==> src/rtl/brew_timer_pkg.sv <==
// Shared types and widths for the coffee machine brew timer.
package coffee_pkg;

   localparam int unsigned CNT_W  = 7;
   localparam int unsigned SZ_W   = 2;
   localparam int unsigned BCD_W  = 4;
   localparam int unsigned SEC_MAX = 99;

   typedef enum logic [2:0] {
      IDLE    = 3'd0,
      PREHEAT = 3'd1,
      BREW    = 3'd2,
      PAUSED  = 3'd3,
      DONE    = 3'd4
   } state_t;

   typedef enum logic [SZ_W-1:0] {
      SZ_NONE  = 2'd0,
      SZ_SMALL = 2'd1,
      SZ_MED   = 2'd2,
      SZ_LARGE = 2'd3
   } size_t;

   // Brew duration for a cup-size code; zero for "no cup".
   function automatic logic [CNT_W-1:0] size_secs(input logic [SZ_W-1:0] sz,
                                                  input int unsigned s_sec,
                                                  input int unsigned m_sec,
                                                  input int unsigned l_sec);
      case (sz)
         SZ_SMALL: return CNT_W'(s_sec);
         SZ_MED:   return CNT_W'(m_sec);
         SZ_LARGE: return CNT_W'(l_sec);
         default:  return '0;
      endcase
   endfunction

   // True when a seconds value fits the two-digit display.
   function automatic bit sec_ok(input int unsigned v);
      return (v >= 1) && (v <= SEC_MAX);
   endfunction

endpackage

==> src/rtl/brew_timer_if.sv <==
// Control and status bundle between the machine controller and the brew timer.
interface brew_timer_if;

   logic                               start;
   logic [coffee_pkg::SZ_W-1:0]        size;
   logic                               pause;
   logic                               cancel;
   logic [coffee_pkg::CNT_W-1:0]       secs_left;
   logic [coffee_pkg::BCD_W-1:0]       bcd_tens;
   logic [coffee_pkg::BCD_W-1:0]       bcd_ones;
   logic                               brewing;
   logic                               done;
   logic                               done_pulse;
   logic                               heater_on;

   modport master (
      output start, size, pause, cancel,
      input  secs_left, bcd_tens, bcd_ones, brewing, done, done_pulse, heater_on
   );

   modport slave (
      input  start, size, pause, cancel,
      output secs_left, bcd_tens, bcd_ones, brewing, done, done_pulse, heater_on
   );

endinterface

==> src/rtl/brew_timer_tick_sync.sv <==
// Resynchronises the 1 Hz square wave and emits a one-cycle tick per rising edge.
module tick_sync (
   input  logic clk_100MHz,
   input  logic reset_n,
   input  logic clk_1Hz,
   output logic tick
);

   logic s1, s2, s3;

   // Two-flop synchroniser followed by an edge-history flop.
   always_ff @(posedge clk_100MHz or negedge reset_n) begin
      if (!reset_n) begin
         s1 <= 1'b0;
         s2 <= 1'b0;
         s3 <= 1'b0;
      end else begin
         s1 <= clk_1Hz;
         s2 <= s1;
         s3 <= s2;
      end
   end

   assign tick = s2 & ~s3;

endmodule

==> src/rtl/brew_timer.sv <==
// Brew-cycle countdown with BCD display outputs.
// Optional preheat phase compiled in with macro BREW_PREHEAT_EN.
module brew_timer
   import coffee_pkg::*;
#(
   parameter int unsigned SMALL_SEC   = 30,
   parameter int unsigned MED_SEC     = 45,
   parameter int unsigned LARGE_SEC   = 60,
   parameter int unsigned PREHEAT_SEC = 5
) (
   input  logic          clk_100MHz,
   input  logic          reset_n,
   input  logic          clk_1Hz,
   brew_timer_if.slave   bus
);

   localparam bit PARAMS_OK = sec_ok(SMALL_SEC) && sec_ok(MED_SEC) &&
                              sec_ok(LARGE_SEC) && sec_ok(PREHEAT_SEC);

   state_t             state;
   logic               tick;
   logic [CNT_W-1:0]   secs_q;
   logic [BCD_W-1:0]   tens_q, ones_q;
   logic               brewing_q, done_q, pulse_q, heater_q;
   logic               start_ok;
`ifdef BREW_PREHEAT_EN
   logic [SZ_W-1:0]    size_q;
`endif

   tick_sync u_sync (
      .clk_100MHz (clk_100MHz),
      .reset_n    (reset_n),
      .clk_1Hz    (clk_1Hz),
      .tick       (tick)
   );

   assign start_ok = bus.start && (bus.size != SZ_NONE);

   // Countdown FSM; status outputs are set alongside each transition.
   always_ff @(posedge clk_100MHz or negedge reset_n) begin
      if (!reset_n) begin
         state     <= IDLE;
         secs_q    <= '0;
         brewing_q <= 1'b0;
         done_q    <= 1'b0;
         pulse_q   <= 1'b0;
         heater_q  <= 1'b0;
`ifdef BREW_PREHEAT_EN
         size_q    <= SZ_NONE;
`endif
      end else begin
         pulse_q <= 1'b0;
         case (state)
            IDLE, DONE: begin
               if ((state == DONE) && bus.cancel) begin
                  state  <= IDLE;
                  done_q <= 1'b0;
                  secs_q <= '0;
               end else if (start_ok) begin
                  done_q <= 1'b0;
`ifdef BREW_PREHEAT_EN
                  state    <= PREHEAT;
                  heater_q <= 1'b1;
                  secs_q   <= CNT_W'(PREHEAT_SEC);
                  size_q   <= bus.size;
`else
                  state     <= BREW;
                  brewing_q <= 1'b1;
                  secs_q    <= size_secs(bus.size, SMALL_SEC, MED_SEC, LARGE_SEC);
`endif
               end
            end
`ifdef BREW_PREHEAT_EN
            PREHEAT: begin
               if (bus.cancel) begin
                  state    <= IDLE;
                  heater_q <= 1'b0;
                  secs_q   <= '0;
               end else if (tick) begin
                  if (secs_q > CNT_W'(1)) begin
                     secs_q <= secs_q - CNT_W'(1);
                  end else begin
                     state     <= BREW;
                     heater_q  <= 1'b0;
                     brewing_q <= 1'b1;
                     secs_q    <= size_secs(size_q, SMALL_SEC, MED_SEC, LARGE_SEC);
                  end
               end
            end
`endif
            BREW: begin
               if (bus.cancel) begin
                  state     <= IDLE;
                  brewing_q <= 1'b0;
                  secs_q    <= '0;
               end else if (bus.pause) begin
                  state     <= PAUSED;
                  brewing_q <= 1'b0;
               end else if (tick) begin
                  if (secs_q > CNT_W'(1)) begin
                     secs_q <= secs_q - CNT_W'(1);
                  end else begin
                     state     <= DONE;
                     secs_q    <= '0;
                     brewing_q <= 1'b0;
                     done_q    <= 1'b1;
                     pulse_q   <= 1'b1;
                  end
               end
            end
            PAUSED: begin
               if (bus.cancel) begin
                  state  <= IDLE;
                  secs_q <= '0;
               end else if (!bus.pause) begin
                  state     <= BREW;
                  brewing_q <= 1'b1;
               end
            end
            default: begin
               state     <= IDLE;
               secs_q    <= '0;
               brewing_q <= 1'b0;
               done_q    <= 1'b0;
               heater_q  <= 1'b0;
            end
         endcase
      end
   end

   // Display digits trail secs_left by one cycle.
   always_ff @(posedge clk_100MHz or negedge reset_n) begin
      if (!reset_n) begin
         tens_q <= '0;
         ones_q <= '0;
      end else begin
         tens_q <= BCD_W'(secs_q / CNT_W'(10));
         ones_q <= BCD_W'(secs_q % CNT_W'(10));
      end
   end

   // Flag out-of-range durations during simulation.
   always_ff @(posedge clk_100MHz) begin
      if (reset_n) begin
         assert (PARAMS_OK)
            else $error("brew_timer: duration parameter outside 1..99");
      end
   end

   assign bus.secs_left  = secs_q;
   assign bus.bcd_tens   = tens_q;
   assign bus.bcd_ones   = ones_q;
   assign bus.brewing    = brewing_q;
   assign bus.done       = done_q;
   assign bus.done_pulse = pulse_q;
   assign bus.heater_on  = heater_q;

endmodule

==> src/flat_wrapper.sv <==
// flat-port wrapper written by rule: the top's interface ports become plain ports
module brew_timer_flat import coffee_pkg::*;
#(
   parameter int unsigned SMALL_SEC   = 30,
   parameter int unsigned MED_SEC     = 45,
   parameter int unsigned LARGE_SEC   = 60,
   parameter int unsigned PREHEAT_SEC = 5
)
  (clk_100MHz, reset_n, clk_1Hz, bus_start, bus_size, bus_pause, bus_cancel, bus_secs_left, bus_bcd_tens, bus_bcd_ones, bus_brewing, bus_done, bus_done_pulse, bus_heater_on);
  brew_timer_if bus_i ();
  input  logic clk_100MHz;
  input  logic reset_n;
  input  logic clk_1Hz;
  input wire logic [$bits(bus_i.start)-1:0] bus_start;
  input wire logic [$bits(bus_i.size)-1:0] bus_size;
  input wire logic [$bits(bus_i.pause)-1:0] bus_pause;
  input wire logic [$bits(bus_i.cancel)-1:0] bus_cancel;
  output wire logic [$bits(bus_i.secs_left)-1:0] bus_secs_left;
  output wire logic [$bits(bus_i.bcd_tens)-1:0] bus_bcd_tens;
  output wire logic [$bits(bus_i.bcd_ones)-1:0] bus_bcd_ones;
  output wire logic [$bits(bus_i.brewing)-1:0] bus_brewing;
  output wire logic [$bits(bus_i.done)-1:0] bus_done;
  output wire logic [$bits(bus_i.done_pulse)-1:0] bus_done_pulse;
  output wire logic [$bits(bus_i.heater_on)-1:0] bus_heater_on;
  assign bus_i.start = bus_start;
  assign bus_i.size = bus_size;
  assign bus_i.pause = bus_pause;
  assign bus_i.cancel = bus_cancel;
  assign bus_secs_left = bus_i.secs_left;
  assign bus_bcd_tens = bus_i.bcd_tens;
  assign bus_bcd_ones = bus_i.bcd_ones;
  assign bus_brewing = bus_i.brewing;
  assign bus_done = bus_i.done;
  assign bus_done_pulse = bus_i.done_pulse;
  assign bus_heater_on = bus_i.heater_on;
  brew_timer #(.SMALL_SEC(SMALL_SEC), .MED_SEC(MED_SEC), .LARGE_SEC(LARGE_SEC), .PREHEAT_SEC(PREHEAT_SEC)) u_core (.clk_100MHz(clk_100MHz), .reset_n(reset_n), .clk_1Hz(clk_1Hz), .bus(bus_i));
endmodule
==> config.mk <==
export PLATFORM = sky130hd
export DESIGN_NAME = brew_timer_flat
export DESIGN_NICKNAME = d
export VERILOG_FILES = /design/src/rtl/brew_timer_pkg.sv /design/src/rtl/brew_timer_if.sv /design/src/rtl/brew_timer_tick_sync.sv /design/src/rtl/brew_timer.sv /design/src/flat_wrapper.sv
export SDC_FILE = /design/constraint.sdc
export NUM_CORES = 1
export LEC_CHECK = 0
export BUFFER_PORTS_ARGS = -buffer_cell sky130_fd_sc_hd__buf_2
export CORE_MARGIN = 2
export CORE_UTILIZATION = 30
export DETAILED_ROUTE_END_ITERATION = 8
export GPL_TIMING_DRIVEN = 0
export PLACE_DENSITY_LB_ADDON = 0.2
export SLEW_MARGIN = 10
export SYNTH_ARGS = -nofsm -noshare
export SYNTH_HDL_FRONTEND = slang
export SYNTH_SLANG_ARGS = --single-unit
==> constraint.sdc <==
create_clock -name clk_100MHz -period 8.2 [get_ports clk_100MHz]
set_input_delay 0 -clock clk_100MHz [delete_from_list [all_inputs] [get_ports clk_100MHz]]
set_output_delay 0 -clock clk_100MHz [all_outputs]
set_load 0.01 [all_outputs]
==> results of run 1 <==
stage by stage:
stage | instance area [µm²] | utilization | total power, W | setup slack [ps]
2_1_floorplan | 1540 | - | 0.000512 | 5360
3_3_place_gp | 1750 | 0.349 | 0.000629 | 4820
3_5_place_dp | 1750 | 0.349 | 0.000624 | 4830
4_1_cts | 1870 | 0.374 | 0.000736 | 4790
5_1_grt | 1870 | 0.374 | 0.000804 | 4420
6_report | 1870 | 0.374 | 0.000732 | 4790
worst max-delay path: cells and delay by family (launching register included):
family,cells,cell delay (ps)
AO/OA/AOI/OAI,5,1110
adder cells (fa/ha/maj),1,400
buffers and inverters,3,1010
flip-flops,1,350
multiplexers,1,220
AND/OR/NAND/NOR,2,250
cells by family (layout without fill, tap and decap cells):
| logic type | after synthesis | after routing | synth area share |
|---|---|---|---|
| XOR/XNOR | 4 | 4 | 0.0277 |
| buffers and inverters | 18 | 52 | 0.0513 |
| multiplexers | 2 | 2 | 0.0130 |
| adder cells (fa/ha/maj) | 5 | 5 | 0.0407 |
| other | 1 | 1 | 0.00244 |
| flip-flops | 24 | 24 | 0.391 |
| AO/OA/AOI/OAI | 58 | 58 | 0.248 |
| AND/OR/NAND/NOR | 74 | 74 | 0.226 |
cell usage after synthesis, drive strengths merged, types with 3 or more instances:
cell	number
nand3	9
ha	5
nor2	24
buf	7
nand2	19
clkbuf	5
a211oi	4
nor3	5
o22ai	3
o21a	5
a21oi	14
nor2b	6
o21ai	15
dfrtp	24
inv	6
where the power goes:
group	leakage (nW)	switching, W	total, W	internal (W)
clock	0.0357	0.0000413	0.000107	0.0000653
sequential	0.307	0.0000274	0.000186	0.000158
combinational	0.518	0.000267	0.000439	0.000173
total	0.861	0.000335	0.000732	0.000397
routing by layer:
layer  vias up  track usage  wire (µm)
met4         0       0.0585         53
met5         -            0          0
met3         5       0.0198        127
li1        725            -          -
met2        34        0.246       1800
met1       672        0.199       1760
sequential cells by signal (all words and copies together), names as in the netlist:
| signal | flops |
|---|---|
| u_core.bus.bcd_ones | 4 |
| u_core.u_sync.s1 | 1 |
| u_core.bus.secs_left | 7 |
| u_core.u_sync.s3 | 1 |
| u_core.state | 3 |
| u_core.u_sync.s2 | 1 |
| u_core.bus.done | 1 |
| u_core.bus.brewing | 1 |
| u_core.bus.done_pulse | 1 |
| u_core.bus.bcd_tens | 4 |
layout make-up:
class / count / area (µm²) / area share
buffer: 12 / 56.3 / 0.0301
multi-input combinational: 144 / 858 / 0.459
clock inverter: 1 / 30.0 / 0.0160
sequential: 24 / 601 / 0.321
clock buffer: 3 / 41.3 / 0.0221
tap: 70 / 87.6 / 0.0468
timing repair buffer: 30 / 175 / 0.0936
inverter: 6 / 22.5 / 0.0120
worst paths after layout:
check | cells past startpoint | start | slack (ps) | endpoint
worst max register to register | 12 | u_core.bus.secs_left[2] | 4790 | u_core.bus.bcd_ones[2]
worst min-delay path | 3 | bus_start | 50 | u_core.bus.secs_left[1]
worst max-delay path | 12 | u_core.bus.secs_left[2] | 4790 | u_core.bus.bcd_ones[2]
min in group asynchronous | 2 | reset_n | 230 | u_core.bus.bcd_ones[2]
max in group asynchronous | 2 | reset_n | 7600 | u_core.bus.secs_left[2]
worst min register to register | 0 | u_core.u_sync.s1 | 360 | u_core.u_sync.s2
repair_timing:
action / 4_1_cts / 5_1_grt
hold buffers: 5 / 0
setup endpoints to repair: 0 / 0
hold endpoints to repair: 28 / 0
==> metrics, run 1 <==
die area=5710 µm²; Die Y=75.6 µm; Post-Layout Cell Count=290; WS Path Type=register to register; fill cell count=537; RSZ-0062 raised after global routing=false; Mapped Cells=186; Yosys cell types=47; Clock Path Buffers=2; Seq/Total Area, Yosys=0.391; syn avg cell area=8.27 µm²; DRT iter0 DRCs=108; period utilization=0.416; asr flop ratio synth=1.00; clk sinks=24; Worst Tran Pin Value=681 ps; Synth warnings=0; minimum clock period=3410 ps; layout cells sized above 1=0.186; Critical Path AT=3610 ps; setup TNS=0 ps; first-pass GRT wire length=6510 µm; final hold vios=0; Power Density=391 nW/µm²; number of global-route vias before repair=1425; Skew-Pair Late Insertion Delay=270 ps; startpoint types=register; top cell type's share of synthesized area=0.391; initial antenna violation count=0; nets=234; gp weighted congestion=0.915; Worst-path clk slew=90 ps; CTS buffer count=3; area of the mapped netlist=1540 µm²; FMAX=293 MHz; ANT nets after route=0; HP Class=primary input to register; CP Capture Type=register; post_cts resized=0; synth top area cells=dfrtp_1, nor2_1, nand2_1; status=finished, final reports clean; GRT Overall Usage=0.150; crit-path cells=buf_2 > clkbuf_1 > clkbuf_1 > nor2_1 > a311oi_1 > ha_1 > nor2_1 > a32oi_1 > o21a_1 > o31ai_1 > a311oi_2 > mux2i_1; max_cap viols=0; post-synth top area cell=dfrtp_1; CTS Root Cell=clkbuf_8; diodes inserted=0; Worst path slowest cell=clkbuf_1; DR vias=1436; Die W=75.6 µm; Initial Util=0.307; Area Overhead vs Synth=21.7%; Post-Syn Nets=199; commonest cells after routing, fill and taps aside=buf_2, dfrtp_1, nor2_1; skew final=4.85 ps; via-per-instance ratio=4.95; VDD IR max=0.000113 V; largest net degree at the start of global routing=25; final wirelength=3740 µm; I/O pin count=27; remaining global-route overflow=0; Rows=26; Slew Viols, Final=0; Post-synth EDFFs=0; Core ar.=5010 µm²; postcts setup bufs=0; DP Wirelength=2770 µm; Max H-tree Level=1; Hold Worst Slack=45.7 ps; port buffer count=25; Post-route DRC=0; max_slew headroom=0.546; CP required=8400 ps; average wire per standard cell=12.9 µm; Yosys reg bits=24; Lkg Pwr=0.861 nW; Crit Path Max Fanout=10; Main synth FF type=dfrtp_1; CTS tree=built; commonest non-fill, non-tap cell in the layout=buf_2; First-pass DRT Iterations=4; # setup viols final=0; biggest cell delay along the critical path=450 ps; placed insts=281
(Power assumes the default switching activity.)
==> run 2, diff against run 1 <==
==> constraint.sdc (replaced) <==
create_clock -name clk_100MHz -period 3.1 [get_ports clk_100MHz]
set_input_delay 0 -clock clk_100MHz [delete_from_list [all_inputs] [get_ports clk_100MHz]]
set_output_delay 0 -clock clk_100MHz [all_outputs]
set_load 0.01 [all_outputs]
==> run 2 against run 1 <==
  * Register-to-register slack worse by 4600 ps
  * First-iteration DRC count down 4.6%
  * Sequential power rose to 2.8 times the previous value
  * Critical path depth up 1
  * Routed wire length up 2.5%
  * Power rose to 2.8 times the previous value
  * Worst setup slack worse by 4600 ps
  * Largest cell class unchanged
  * Via count up 1.5%
  * Sequential cell count unchanged
==> metrics, run 2 (synthesis gave the netlist of run 1 again) <==
status=finished, final reports clean; Worst-path clk slew=90 ps (about the same); min-delay src=bus_start; CP Capture Type=register; Clock Path Buffers=2 (unchanged); max_cap viols=0 (unchanged); first-pass GRT wire length=6580 µm (+1.1%); startpoint types=register; final hold vios=0 (unchanged); CP required=3300 ps (-5100 ps); diodes inserted=0 (unchanged); minimum clock period=2890 ps (-522 ps); die area=5710 µm² (unchanged); max_slew headroom=0.529 (-0.0176); internal power=0.00112 W (+180%); gp weighted congestion=0.915 (unchanged); Switch Pwr=0.000914 W (+170%); Slew Viols, Final=0 (unchanged); Die Y=75.6 µm (unchanged); CTS Root Cell=clkbuf_8; clk sinks=24 (unchanged); Power Density=1070 nW/µm² (+170%); Post-route DRC=0 (unchanged); Die W=75.6 µm (unchanged); HP Class=primary input to register; commonest non-fill, non-tap cell in the layout=buf_2; reg2reg end=u_core.bus.bcd_ones[2]; Sw Share=0.450 (-0.00859); First-pass DRT Iterations=4 (unchanged); Clock power frac=0.139 (-0.007); Initial Util=0.307 (unchanged); Lkg Pwr=0.878 nW (+2.0%); CTS tree=built; skew final=5.51 ps (+0.659 ps); max reg flops=7 (unchanged); Rows=26 (unchanged); Hold Worst Slack=46.3 ps (+0.552 ps); remaining global-route overflow=0 (unchanged); R2R setup slack=210 ps (-4580 ps); WS Path Type=register to register; Max H-tree Level=1 (unchanged); Worst Tran Pin Value=707 ps (+26.4 ps); Logic pwr share=0.605 (+0.005); nets=235 (+0.43%); Core ar.=5010 µm² (unchanged); Worst R2R Start=u_core.bus.secs_left[3]; Reg power frac=0.256 (+0.002); DR vias=1458 (+1.5%); worst reg-to-reg path cell count=13 (+1); number of global-route vias before repair=1436 (+0.77%); final wirelength=3830 µm (+2.5%); commonest cells after routing, fill and taps aside=buf_2, nor2_1, dfrtp_1; port buffer count=25 (unchanged); VDD IR max=0.000301 V (+170%); DP Wirelength=2770 µm (unchanged); largest net degree at the start of global routing=25 (unchanged); Crit Path Max Fanout=10 (unchanged); GRT Overall Usage=0.151 (+0.00110); period utilization=0.932 (+0.516); Worst Hold End=u_core.bus.secs_left[1]; CTS buffer count=3 (unchanged); via-per-instance ratio=5.01 (+1.2%); ANT nets after route=0 (unchanged); Area Overhead vs Synth=24.1%; Critical Path AT=3090 ps (-520 ps); DRT iter0 DRCs=103 (-4.6%); PnR worst setup slack=211 ps (-4580 ps); Skew-Pair Late Insertion Delay=270 ps (about the same); initial antenna violation count=0 (unchanged); # setup viols final=0 (unchanged); I/O pin count=27 (unchanged); average wire per standard cell=13.2 µm (+2.1%); FMAX=346 MHz (+18%); hold path depth=3 (unchanged); layout cells sized above 1=0.240 (+0.0535); Place WS=-270 ps (-5100 ps)
run 2: cell types whose count changed in the layout (fill, tap and decap cells not counted), sizes merged:
cell	change
buf	+3
clkbuf	-2
run 2: worst max-delay path by stage:
stage                                       start                endpoint  depth (start not counted)
after global routing      u_core.bus.secs_left[3]  u_core.bus.bcd_ones[2]                         13
after floorplan           u_core.bus.secs_left[2]  u_core.bus.bcd_ones[2]                         12
after detailed placement  u_core.bus.secs_left[2]  u_core.bus.bcd_ones[2]                         12
after global placement    u_core.bus.secs_left[2]  u_core.bus.bcd_ones[2]                         12
after CTS                 u_core.bus.secs_left[5]  u_core.bus.bcd_ones[2]                         14
final                     u_core.bus.secs_left[3]  u_core.bus.bcd_ones[2]                         13
run 2: critical path, cell delays in order (launching register included):
cell	delay, ps
dfrtp_2	480
buf_2	220
nor2_2	200
xnor2_1	140
nor2_1	70
a311oi_2	290
ha_2	290
nor2_1	100
a32oi_1	210
o21a_1	130
o31ai_1	80
a311oi_2	260
buf_4	180
mux2i_1	170
run 2: cell type report:
cell class	instances	area, µm²
well taps	70	87.6
multi-input cells	144	870
fillers	539	3100
clock inverters	1	30.0
clock buffers	3	41.3
plain buffers	10	55.1
inverters	6	22.5
flip-flops and latches	24	604
repair buffers	33	198
run 2: per-stage QoR:
step | cell area [µm²] | utilization | total power [W] | setup TNS [ps] | instances
global route | 1910 | 0.381 | 0.00222 | -30.6 | 291
floorplan | 1540 | - | 0.00135 | 0 | 186
detailed placement | 1750 | 0.349 | 0.00165 | -676 | 281
global placement | 1750 | 0.349 | 0.00166 | -769 | 281
finish | 1910 | 0.381 | 0.00203 | 0 | 291
CTS | 1880 | 0.376 | 0.00198 | 0 | 290
run 2: routing by layer:
layer,GRT usage,wire length (µm)
met5,0,0
met4,0.0526,61
met3,0.0198,143
met2,0.255,1810
met1,0.197,1820
run 2: repair_timing:
| action | CTS | global route |
|---|---|---|
| setup endpoints to repair | 4 | 4 |
| pin swaps | 2 | 1 |
| hold buffers | 5 | 0 |
| resized for setup | 5 | 6 |
| hold endpoints to repair | 28 | 0 |
| buffers inserted | 1 | 2 |
run 2: power groups by stage:
stage	logic [W]	registers (W)	clock network [W]
floorplan	0.000823	0.000531	0
global placement	0.00116	0.000500	0
detailed placement	0.00115	0.000500	0
CTS	0.00118	0.000505	0.000292
global route	0.00138	0.000539	0.000305
finish	0.00123	0.000521	0.000283
